--- config.mk ---
export PLATFORM = sky130hd
export DESIGN_NAME = riscv_dmem_ctrl
export DESIGN_NICKNAME = d
export VERILOG_FILES = /design/src/rtl/riscv_state_pkg.sv /design/src/rtl/riscv_dmem_be_gen.sv /design/src/rtl/riscv_dmem_ctrl.sv
export SDC_FILE = /design/constraint.sdc
export NUM_CORES = 1
export LEC_CHECK = 0
export CAP_MARGIN = 15
export CELL_PAD_IN_SITES_DETAIL_PLACEMENT = 0
export CELL_PAD_IN_SITES_GLOBAL_PLACEMENT = 1
export CORE_MARGIN = 2
export CORE_UTILIZATION = 30
export CTS_CLUSTER_DIAMETER = 150
export DETAILED_ROUTE_END_ITERATION = 16
export PLACE_DENSITY_LB_ADDON = 0.1
export SKIP_LAST_GASP = 1
export SLEW_MARGIN = 20
export SYNTH_ARGS = -nofsm -noshare
export SYNTH_HDL_FRONTEND = slang
export SYNTH_SLANG_ARGS = --single-unit
--- constraint.sdc ---
create_clock -name clk_i -period 3 [get_ports clk_i]
set_input_delay 0.3 -clock clk_i [delete_from_list [all_inputs] [get_ports clk_i]]
set_output_delay 0.3 -clock clk_i [all_outputs]
set_load 0.1 [all_outputs]
--- src/rtl/riscv_state_pkg.sv ---
// Shared types for the data-memory controller: funct3 access sizes, FSM states
// and the alignment rule used to reject accesses before they reach the bus.
package riscv_state_pkg;

    typedef enum logic [2:0] {
        SIZE_B   = 3'd0,
        SIZE_H   = 3'd1,
        SIZE_W   = 3'd2,
        SIZE_D   = 3'd3,
        SIZE_BU  = 3'd4,
        SIZE_HU  = 3'd5,
        SIZE_WU  = 3'd6,
        SIZE_RSV = 3'd7
    } size_e;

    typedef enum logic {
        ST_RUN   = 1'b0,
        ST_DRAIN = 1'b1
    } dmem_state_e;

    // Doublewords are only legal on a 64-bit datapath; the reserved encoding is always rejected.
    function automatic logic is_misaligned(input logic [2:0] size, input logic [2:0] adr_lo,
                                           input logic xlen64);
        case (size)
            SIZE_B, SIZE_BU: return 1'b0;
            SIZE_H, SIZE_HU: return adr_lo[0];
            SIZE_W, SIZE_WU: return |adr_lo[1:0];
            SIZE_D:          return ~xlen64 | (|adr_lo);
            default:         return 1'b1;
        endcase
    endfunction

endpackage

--- src/rtl/riscv_dmem_be_gen.sv ---
// Byte-lane steering for data-memory stores: byte enables starting at the
// address lane offset and store data shifted up into those lanes.
module riscv_dmem_be_gen #(
    parameter int unsigned XLEN = 32
) (
    input  logic [1:0]                    size,
    input  logic [$clog2(XLEN/8)-1:0]     off,
    input  logic [XLEN-1:0]               d,
    output logic [7:0]                    be,
    output logic [XLEN-1:0]               data
);
    localparam int unsigned LANES     = XLEN / 8;
    localparam logic [7:0]  LANE_MASK = 8'((16'd1 << LANES) - 16'd1);

    logic [7:0] span;

    always_comb begin
        case (size)
            2'd0:    span = 8'h01;
            2'd1:    span = 8'h03;
            2'd2:    span = 8'h0F;
            default: span = 8'hFF;
        endcase
        be   = 8'(span << off) & LANE_MASK;
        data = d << {off, 3'b000};
    end

endmodule

--- src/rtl/riscv_dmem_ctrl.sv ---
// Load/store unit bus front end: issues aligned accesses, tracks up to DEPTH
// in-order outstanding responses and discards responses owed to flushed work.
module riscv_dmem_ctrl
    import riscv_state_pkg::*;
#(
    parameter int unsigned XLEN  = 32,
    parameter int unsigned DEPTH = 2
) (
    input  logic            clk_i,
    input  logic            rst_ni,
    input  logic            req_i,
    input  logic            we_i,
    input  logic [2:0]      size_i,
    input  logic [XLEN-1:0] adr_i,
    input  logic [XLEN-1:0] d_i,
    input  logic            flush_i,
    output logic            stall_o,
    output logic            ack_o,
    output logic            err_o,
    output logic            misaligned_o,
    output logic [XLEN-1:0] q_o,
    output logic            bus_req_o,
    output logic            bus_we_o,
    output logic [XLEN-1:0] bus_adr_o,
    output logic [XLEN-1:0] bus_d_o,
    output logic [7:0]      bus_be_o,
    input  logic            bus_gnt_i,
    input  logic            bus_rvalid_i,
    input  logic            bus_err_i,
    input  logic [XLEN-1:0] bus_q_i
);
    localparam int unsigned CW   = $clog2(DEPTH + 1);
    localparam int unsigned OFFW = $clog2(XLEN / 8);

    dmem_state_e     state;
    logic [CW-1:0]   outstanding;
    logic [CW-1:0]   discard;
    logic            mis_pend;

    logic            pend_valid;
    logic            pend_we;
    logic [XLEN-1:0] pend_adr;
    logic [XLEN-1:0] pend_d;
    logic [7:0]      pend_be;

    logic [7:0]      new_be;
    logic [XLEN-1:0] new_d;
    logic            running;
    logic            resp;
    logic            full;
    logic            misal;
    logic            accept;
    logic            issue_new;
    logic            inc;
    logic [CW-1:0]   cnt_next;
    logic [CW-1:0]   discard_next;

    riscv_dmem_be_gen #(.XLEN(XLEN)) u_be_gen (
        .size (size_i[1:0]),
        .off  (adr_i[OFFW-1:0]),
        .d    (d_i),
        .be   (new_be),
        .data (new_d)
    );

    assign running   = (state == ST_RUN);
    assign resp      = bus_rvalid_i & (outstanding != '0);
    assign full      = (outstanding == CW'(DEPTH)) & ~resp;
    // A held request blocks new ones, so each accepted access reaches the bus in its own cycle.
    assign stall_o   = ~running | pend_valid | full;
    assign misal     = is_misaligned(size_i, adr_i[2:0], XLEN == 64);
    assign accept    = req_i & ~stall_o & ~flush_i;
    assign issue_new = accept & ~misal;

    assign bus_req_o = (pend_valid & ~flush_i) | issue_new;
    assign bus_we_o  = pend_valid ? pend_we  : we_i;
    assign bus_adr_o = pend_valid ? pend_adr : adr_i;
    assign bus_d_o   = pend_valid ? pend_d   : new_d;
    assign bus_be_o  = pend_valid ? pend_be  : new_be;

    assign inc          = bus_req_o & bus_gnt_i;
    assign cnt_next     = outstanding + CW'(inc) - CW'(resp);
    assign discard_next = flush_i ? cnt_next : discard - CW'(resp);

    assign q_o          = bus_q_i;
    assign ack_o        = resp & ~bus_err_i & running & ~flush_i;
    assign err_o        = resp &  bus_err_i & running & ~flush_i;
    // The misaligned pulse yields to a same-cycle bus response to keep completions exclusive.
    assign misaligned_o = mis_pend & running & ~flush_i & ~resp;

    always_ff @(posedge clk_i or negedge rst_ni) begin
        if (!rst_ni) begin
            state       <= ST_RUN;
            outstanding <= '0;
            discard     <= '0;
            mis_pend    <= 1'b0;
            pend_valid  <= 1'b0;
            pend_we     <= 1'b0;
            pend_adr    <= '0;
            pend_d      <= '0;
            pend_be     <= '0;
        end else begin
            outstanding <= cnt_next;

            if (flush_i || bus_gnt_i) pend_valid <= 1'b0;
            if (issue_new && !bus_gnt_i) begin
                pend_valid <= 1'b1;
                pend_we    <= we_i;
                pend_adr   <= adr_i;
                pend_d     <= new_d;
                pend_be    <= new_be;
            end

            if (accept && misal)               mis_pend <= 1'b1;
            else if (flush_i || misaligned_o)  mis_pend <= 1'b0;

            unique case (state)
                ST_RUN: begin
                    if (flush_i && cnt_next != '0) begin
                        state   <= ST_DRAIN;
                        discard <= cnt_next;
                    end
                end
                ST_DRAIN: begin
                    discard <= discard_next;
                    if (discard_next == '0) state <= ST_RUN;
                end
            endcase
        end
    end

endmodule

# Yosys cells after proc, flatten, opt, wreduce, memory -nomap -nowiden
# Index checks and enable logic that the tools add are counted.
# word_totals
register_bits	76
elab_cells	81
# op_classes
add_sub_neg	3
n_eq_ne	9
n_shift	2
n_mux	16
n_bitwise	25
reduce_logical	17
# ops
cell	n
32-bit 2-to-1 mux	2
32-bit by 5-bit << shifter with 32-bit output	1
8-bit case mux with 3 select lines	1
1-bit AND	16
3-bit == test (second input constant)	3
2-bit nonzero test	4
2-bit OR reduction	4
8-bit by 2-bit << shifter with 4-bit output	1
1-bit 2-to-1 mux	7
1-bit NOT	6
2-bit == test (second input constant)	2
2-bit logical NOT	2
2-bit 2-to-1 mux	2
4-bit 2-to-1 mux	1
2-bit case mux with 2 select lines	1
2-bit by 1-bit subtractor with 2-bit output	2
3-bit by 1-bit == test with 1-bit output (second input constant)	1
3-bit by 2-bit == test with 1-bit output (second input constant)	1
1-bit logical AND	3
3-bit logical NOT	1
1-bit bitwise OR	3
1-bit case mux with 3 select lines	1
2-bit by 1-bit adder with 2-bit output	1
2-bit by 1-bit == test with 1-bit output (second input constant)	1
other kinds (4)	5

# Depth between registers and ports, before layout
# depth
depth_word	17
mapped_depth	12

# By module
# A second synthesis with hierarchy kept.
# unflattened
cells_unflattened	396
hier_area_um2	4948.5
# by_module_without_submodules
mod	n_inst	cells_each	area_per_inst_um2	seq_area_each_um2
riscv_dmem_ctrl	1	320	4341.7	2001.9
riscv_dmem_be_gen	1	76	606.8	0.0

# Worst setup path after synthesis
# No wires, ideal clock.
# synth_path
path_type	reg-to-reg
start	reg state
end	reg state
setup_time_ns	0.077
arrival_time_ns	3.657
setup_slack_ns	-0.735
path_stages_with_launch	13
n_path_buf	1
synth_period_minus_slack_ns	3.735
cell_sequence	dfrtp_1 clkbuf_1 nor2_1 nand4_2 o22ai_1 nand2_1 ha_1 inv_1 ha_1 xnor2_1 xnor2_1 nor2_1 a21oi_1
# synth_via
elab_chain_cells	14
elab_cells_between_ends	18
classes_between	add/sub (2); mux (4); bitwise (9); reduce/logical (3)
# synth_lines
item	line_no	source
from (decl)	riscv_dmem_ctrl.sv:35	dmem_state_e state;
from (signal assigned)	riscv_dmem_ctrl.sv:93	state <= ST_RUN;
from (signal assigned)	riscv_dmem_ctrl.sv:120	state <= ST_DRAIN;
from (signal assigned)	riscv_dmem_ctrl.sv:126	if (discard_next == '0) state <= ST_RUN;
1-bit bitwise OR (*) (2 in series)	riscv_dmem_ctrl.sv:70	assign stall_o = ~running | pend_valid | full;
1-bit NOT (*)	riscv_dmem_ctrl.sv:72	assign accept = req_i & ~stall_o & ~flush_i;
1-bit AND (*) (2 in series)	riscv_dmem_ctrl.sv:72	
1-bit AND (*)	riscv_dmem_ctrl.sv:73	assign issue_new = accept & ~misal;
1-bit bitwise OR (*)	riscv_dmem_ctrl.sv:75	assign bus_req_o = (pend_valid & ~flush_i) | issue_new;
net bus_req_o	riscv_dmem_ctrl.sv:22	output logic bus_req_o,
1-bit AND (*)	riscv_dmem_ctrl.sv:81	assign inc = bus_req_o & bus_gnt_i;
2-bit by 1-bit adder with 2-bit output (*)	riscv_dmem_ctrl.sv:82	assign cnt_next = outstanding + CW'(inc) - CW'(resp);
2-bit by 1-bit subtractor with 2-bit output (*)	riscv_dmem_ctrl.sv:82	
net cnt_next[1]	riscv_dmem_ctrl.sv:55	logic [CW-1:0] cnt_next;
2-bit 2-to-1 mux or 2-bit nonzero test (tied branches)	riscv_dmem_ctrl.sv:83, riscv_dmem_ctrl.sv:119	
2-bit logical NOT or 1-bit logical AND (tied branches)	riscv_dmem_ctrl.sv:126, riscv_dmem_ctrl.sv:119	
1-bit 2-to-1 mux, on equally long branches	riscv_dmem_ctrl.sv:126, riscv_dmem_ctrl.sv:119	
1-bit case mux with 2 select lines (*)	riscv_dmem_ctrl.sv:117	unique case (state)
# The timed path passes the listed nets; every way through them passes the cells marked *.
# A chain may end at the register's enable or synchronous reset.

# Worst setup path after layout
# layout_path
start	reg pend_valid
end	out bus_adr_o[7]
# layout_via
elab_chain_cells	1
# layout_lines
item	line_no	source
from (decl)	riscv_dmem_ctrl.sv:40	logic pend_valid;
from (signal assigned)	riscv_dmem_ctrl.sv:97	pend_valid <= 1'b0;
from (signal assigned)	riscv_dmem_ctrl.sv:105	if (flush_i || bus_gnt_i) pend_valid <= 1'b0;
from (signal assigned)	riscv_dmem_ctrl.sv:107	pend_valid <= 1'b1;
32-bit 2-to-1 mux	riscv_dmem_ctrl.sv:77	assign bus_adr_o = pend_valid ? pend_adr : adr_i;
to (decl)	riscv_dmem_ctrl.sv:24	output logic [XLEN-1:0] bus_adr_o,
# Every way passes these cells.

==> results.tsv <==
stage	metric	value	unit
run_status	status	complete, no violations	
power_and_ir_drop	Pwr Total	4.81	mW
die	Rows	45	
route	Pre-antenna DRT Iters	4	
die	I/O pin total	217	
layout	commonest cells after routing, fill and taps aside	mux2_2, dfrtp_1, clkdlybuf4s50_1, nand2_1, buf_4	
logic_synthesis	Yosys reg bits	76	
timing	worst slew pin tran	1.01	ns
layout	fin nets	666	
logic_synthesis	Seq/Total Area, Yosys	40.9	%
power_and_ir_drop	Leak Pwr	2.90	nW
placed_design	dpl cells	733	
cts	post-CTS setup buffers	0	
route	post-route ant nets	0	
route	Residual DRC	0	
timing	clock skew	0.00458	ns
power_and_ir_drop	sequential group share of total power	35.1	%
logic_synthesis	XOR/XNOR Fraction of Synth Area	0.565	%
cts	clock root buffer	clkbuf_16	
placed_design	# port buffers	147	
layout	Antenna diodes	0	
cts	clk_lat worst skew	0.34	ns
power_and_ir_drop	Sw Ratio	39.0	%
timing	slew margin rel.	32.4	%
cts	CTS Buffer Depth	2	
logic_synthesis	simple-gate share of the synthesized area	7.83	%
layout	Final Non-Filler Cells	749	
grt	largest net degree at the start of global routing	87	
layout	Final Core Density	43.5	%
timing	maximum clock frequency	0.394	GHz
route	total wire length	11700	µm
die	Die X	128	µm
grt	Total Routing Usage GR	14.6	%
grt	antenna violations before repair	0	
logic_synthesis	Cell Area, Synth	4650	µm²
logic_synthesis	adder-cell share of the synthesized area	0.808	%
layout	share of layout cells above drive strength 1	36.9	%
timing	WHS	0.0610	ns
power_and_ir_drop	peak supply drop	0.499	mV
cts	clk sinks	76	
die	die area	16500	µm²
cts	CTS tree	yes	
timing	Final Setup Violations	0	
layout	fin area	6590	µm²
logic_synthesis	Synth Instances	448	
setup_path	Crit. End Element	output port	
die	Core Region	15100	µm²
power_and_ir_drop	Logic pwr share	42.0	%
setup_path	critical path class	reg2out	
layout	commonest non-fill, non-tap cell in the layout	mux2_2	
logic_synthesis	yosys warns	0	
logic_synthesis	Compound-Gate Fraction of Synth Area	7.05	%
route	via count	3532	
timing	fin crit period	2.54	ns
layout	area grow syn2layout	41.9	%
placed_design	DP Wirelength	8120	µm
worst_hold_path	hold crit path type	in2async	
timing	Final Cycle Share	84.6	%
cts	Num CTS Buffers	9	
timing	post-route worst setup slack	0.463	ns
route	initial DRC count	112	
setup_path	Worst Path Arrival	2.24	ns
power_and_ir_drop	Psw	1.88	mW
logic_synthesis	post-synthesis average cell area	10.4	µm²
cts	Max H-tree Level	3	
timing	RSZ-0062 raised after global routing	false	
route	WL/cell	15.6	µm
timing	Final Max Slew Viols	0	
placed_design	DP Worst Slack	0.207	ns
grt	vias in the first global route	3513	
cts	Resize count post-CTS	0	
route	Vias/cell	4.72	
grt	gr ovfl total	0	
logic_synthesis	Netlist cell types	30	
timing	final hold violations	0	
die	Initial Util	30.7	%
grt	first-pass GRT wire length	18600	µm
logic_synthesis	mux cell area share after synthesis	32.1	%
flow_run	Max-Cap Viols	0	
die	Die Ht	128	µm
setup_path	Crit Path Max Fanout	86	
power_and_ir_drop	PD cells	730	nW/µm²
placed_design	GP Congestion	0.733	
cts	cts hold-fix bufs	0	
placed_design	dpl cell area	6290	µm²
power_and_ir_drop	clock share of power	22.9	%
logic_synthesis	largest family of logic cells by synthesized area	multiplexers	
power_and_ir_drop	P_int	2.94	mW
setup_path	required time of the critical path	2.70	ns
cts	Clock transition at path regs	0.06	ns
timing	final setup TNS	0	ns
setup_path	Setup crit start kind	flip-flop	
[logic make-up (layout without fill, tap and decap cells)]
logic type                 after synthesis  in the layout
other                                    1              4
and+or+nand+nor                         85             85
xor gates and xnor gates                 3              3
muxes                                  136            136
buffers and inverters                   86            196
adders and majority gates                3              3
AOI/OAI and AO/OA                       58             58
DFF                                     76             76
[path summary, 6_finish.rpt]
kind,from,slack (ns),end,depth (start not counted)
worst max-delay path,pend_valid,0.46,bus_adr_o[7],3
worst min-delay path,rst_ni,0.06,pend_d[2],1
worst max register to register,state,0.49,state,11
worst min register to register,pend_d[17],0.48,pend_d[17],1
min in group clk_i,pend_d[17],0.48,pend_d[17],1
max in group asynchronous,rst_ni,2.24,pend_valid,1
[synthesized netlist by cell type, drive strengths merged]
cell    count  area, µm²
clkbuf     17       63.8
nand2      57        214
nand4       1       12.5
o21ai      38        190
nor2b       3       18.8
or3b        1       8.76
inv        21       78.8
a21oi       5       25.0
nand2b      3       18.8
o21a        1       7.51
o31a        1       8.76
xnor2       3       26.3
a21o        1       7.51
mux2i      33        330
and3        1       6.26
o31ai       9       67.6
nor2       17       63.8
dfrtp      76       1900
ha          3       37.5
mux2      103       1160
a32oi       1       8.76
buf        48        354
o22ai       2       12.5
nor3        2       21.3
conb        1       3.75
[per-layer routing]
layer  track usage (%)  part of all wire (%)  up-vias
li1                  -                     -     1712
met1              19.7                    47     1685
met2              21.8                    43      116
met3              4.37                   7.2       19
met4              6.14                   1.9        0
met5                 0                     0        -
[power groups by stage]
stage | sequential, mW | combinational (mW) | clock [mW]
final | 1.69 | 2.02 | 1.10
after global routing | 1.76 | 2.16 | 1.20
after CTS | 1.69 | 2.05 | 1.16
after detailed placement | 1.71 | 2.04 | 0
after global placement | 1.68 | 2.02 | 0
after floorplan | 1.64 | 1.71 | 0
[registers in the layout, summed over array words and instances (netlist names)]
signal / cells
pend_adr: 32
pend_d: 32
pend_be: 4
discard: 2
outstanding: 2
mis_pend: 1
pend_valid: 1
pend_we: 1
state: 1
[final cells by class]
class / instances / area, µm²
fill: 1470 / 8550
multi-input combinational: 289 / 2280
sequential: 76 / 1910
timing repair buffer: 159 / 1790
clock buffer: 11 / 253
tap: 188 / 235
inverter: 21 / 78.8
clock inverter: 5 / 50.0
[critical path: stages, from the launching register on]
cell     delay, ns
dfrtp_4       0.40
buf_4         0.75
mux2_2        0.44
buf_4         0.24
Note: power is estimated with default switching activity, not from simulation.
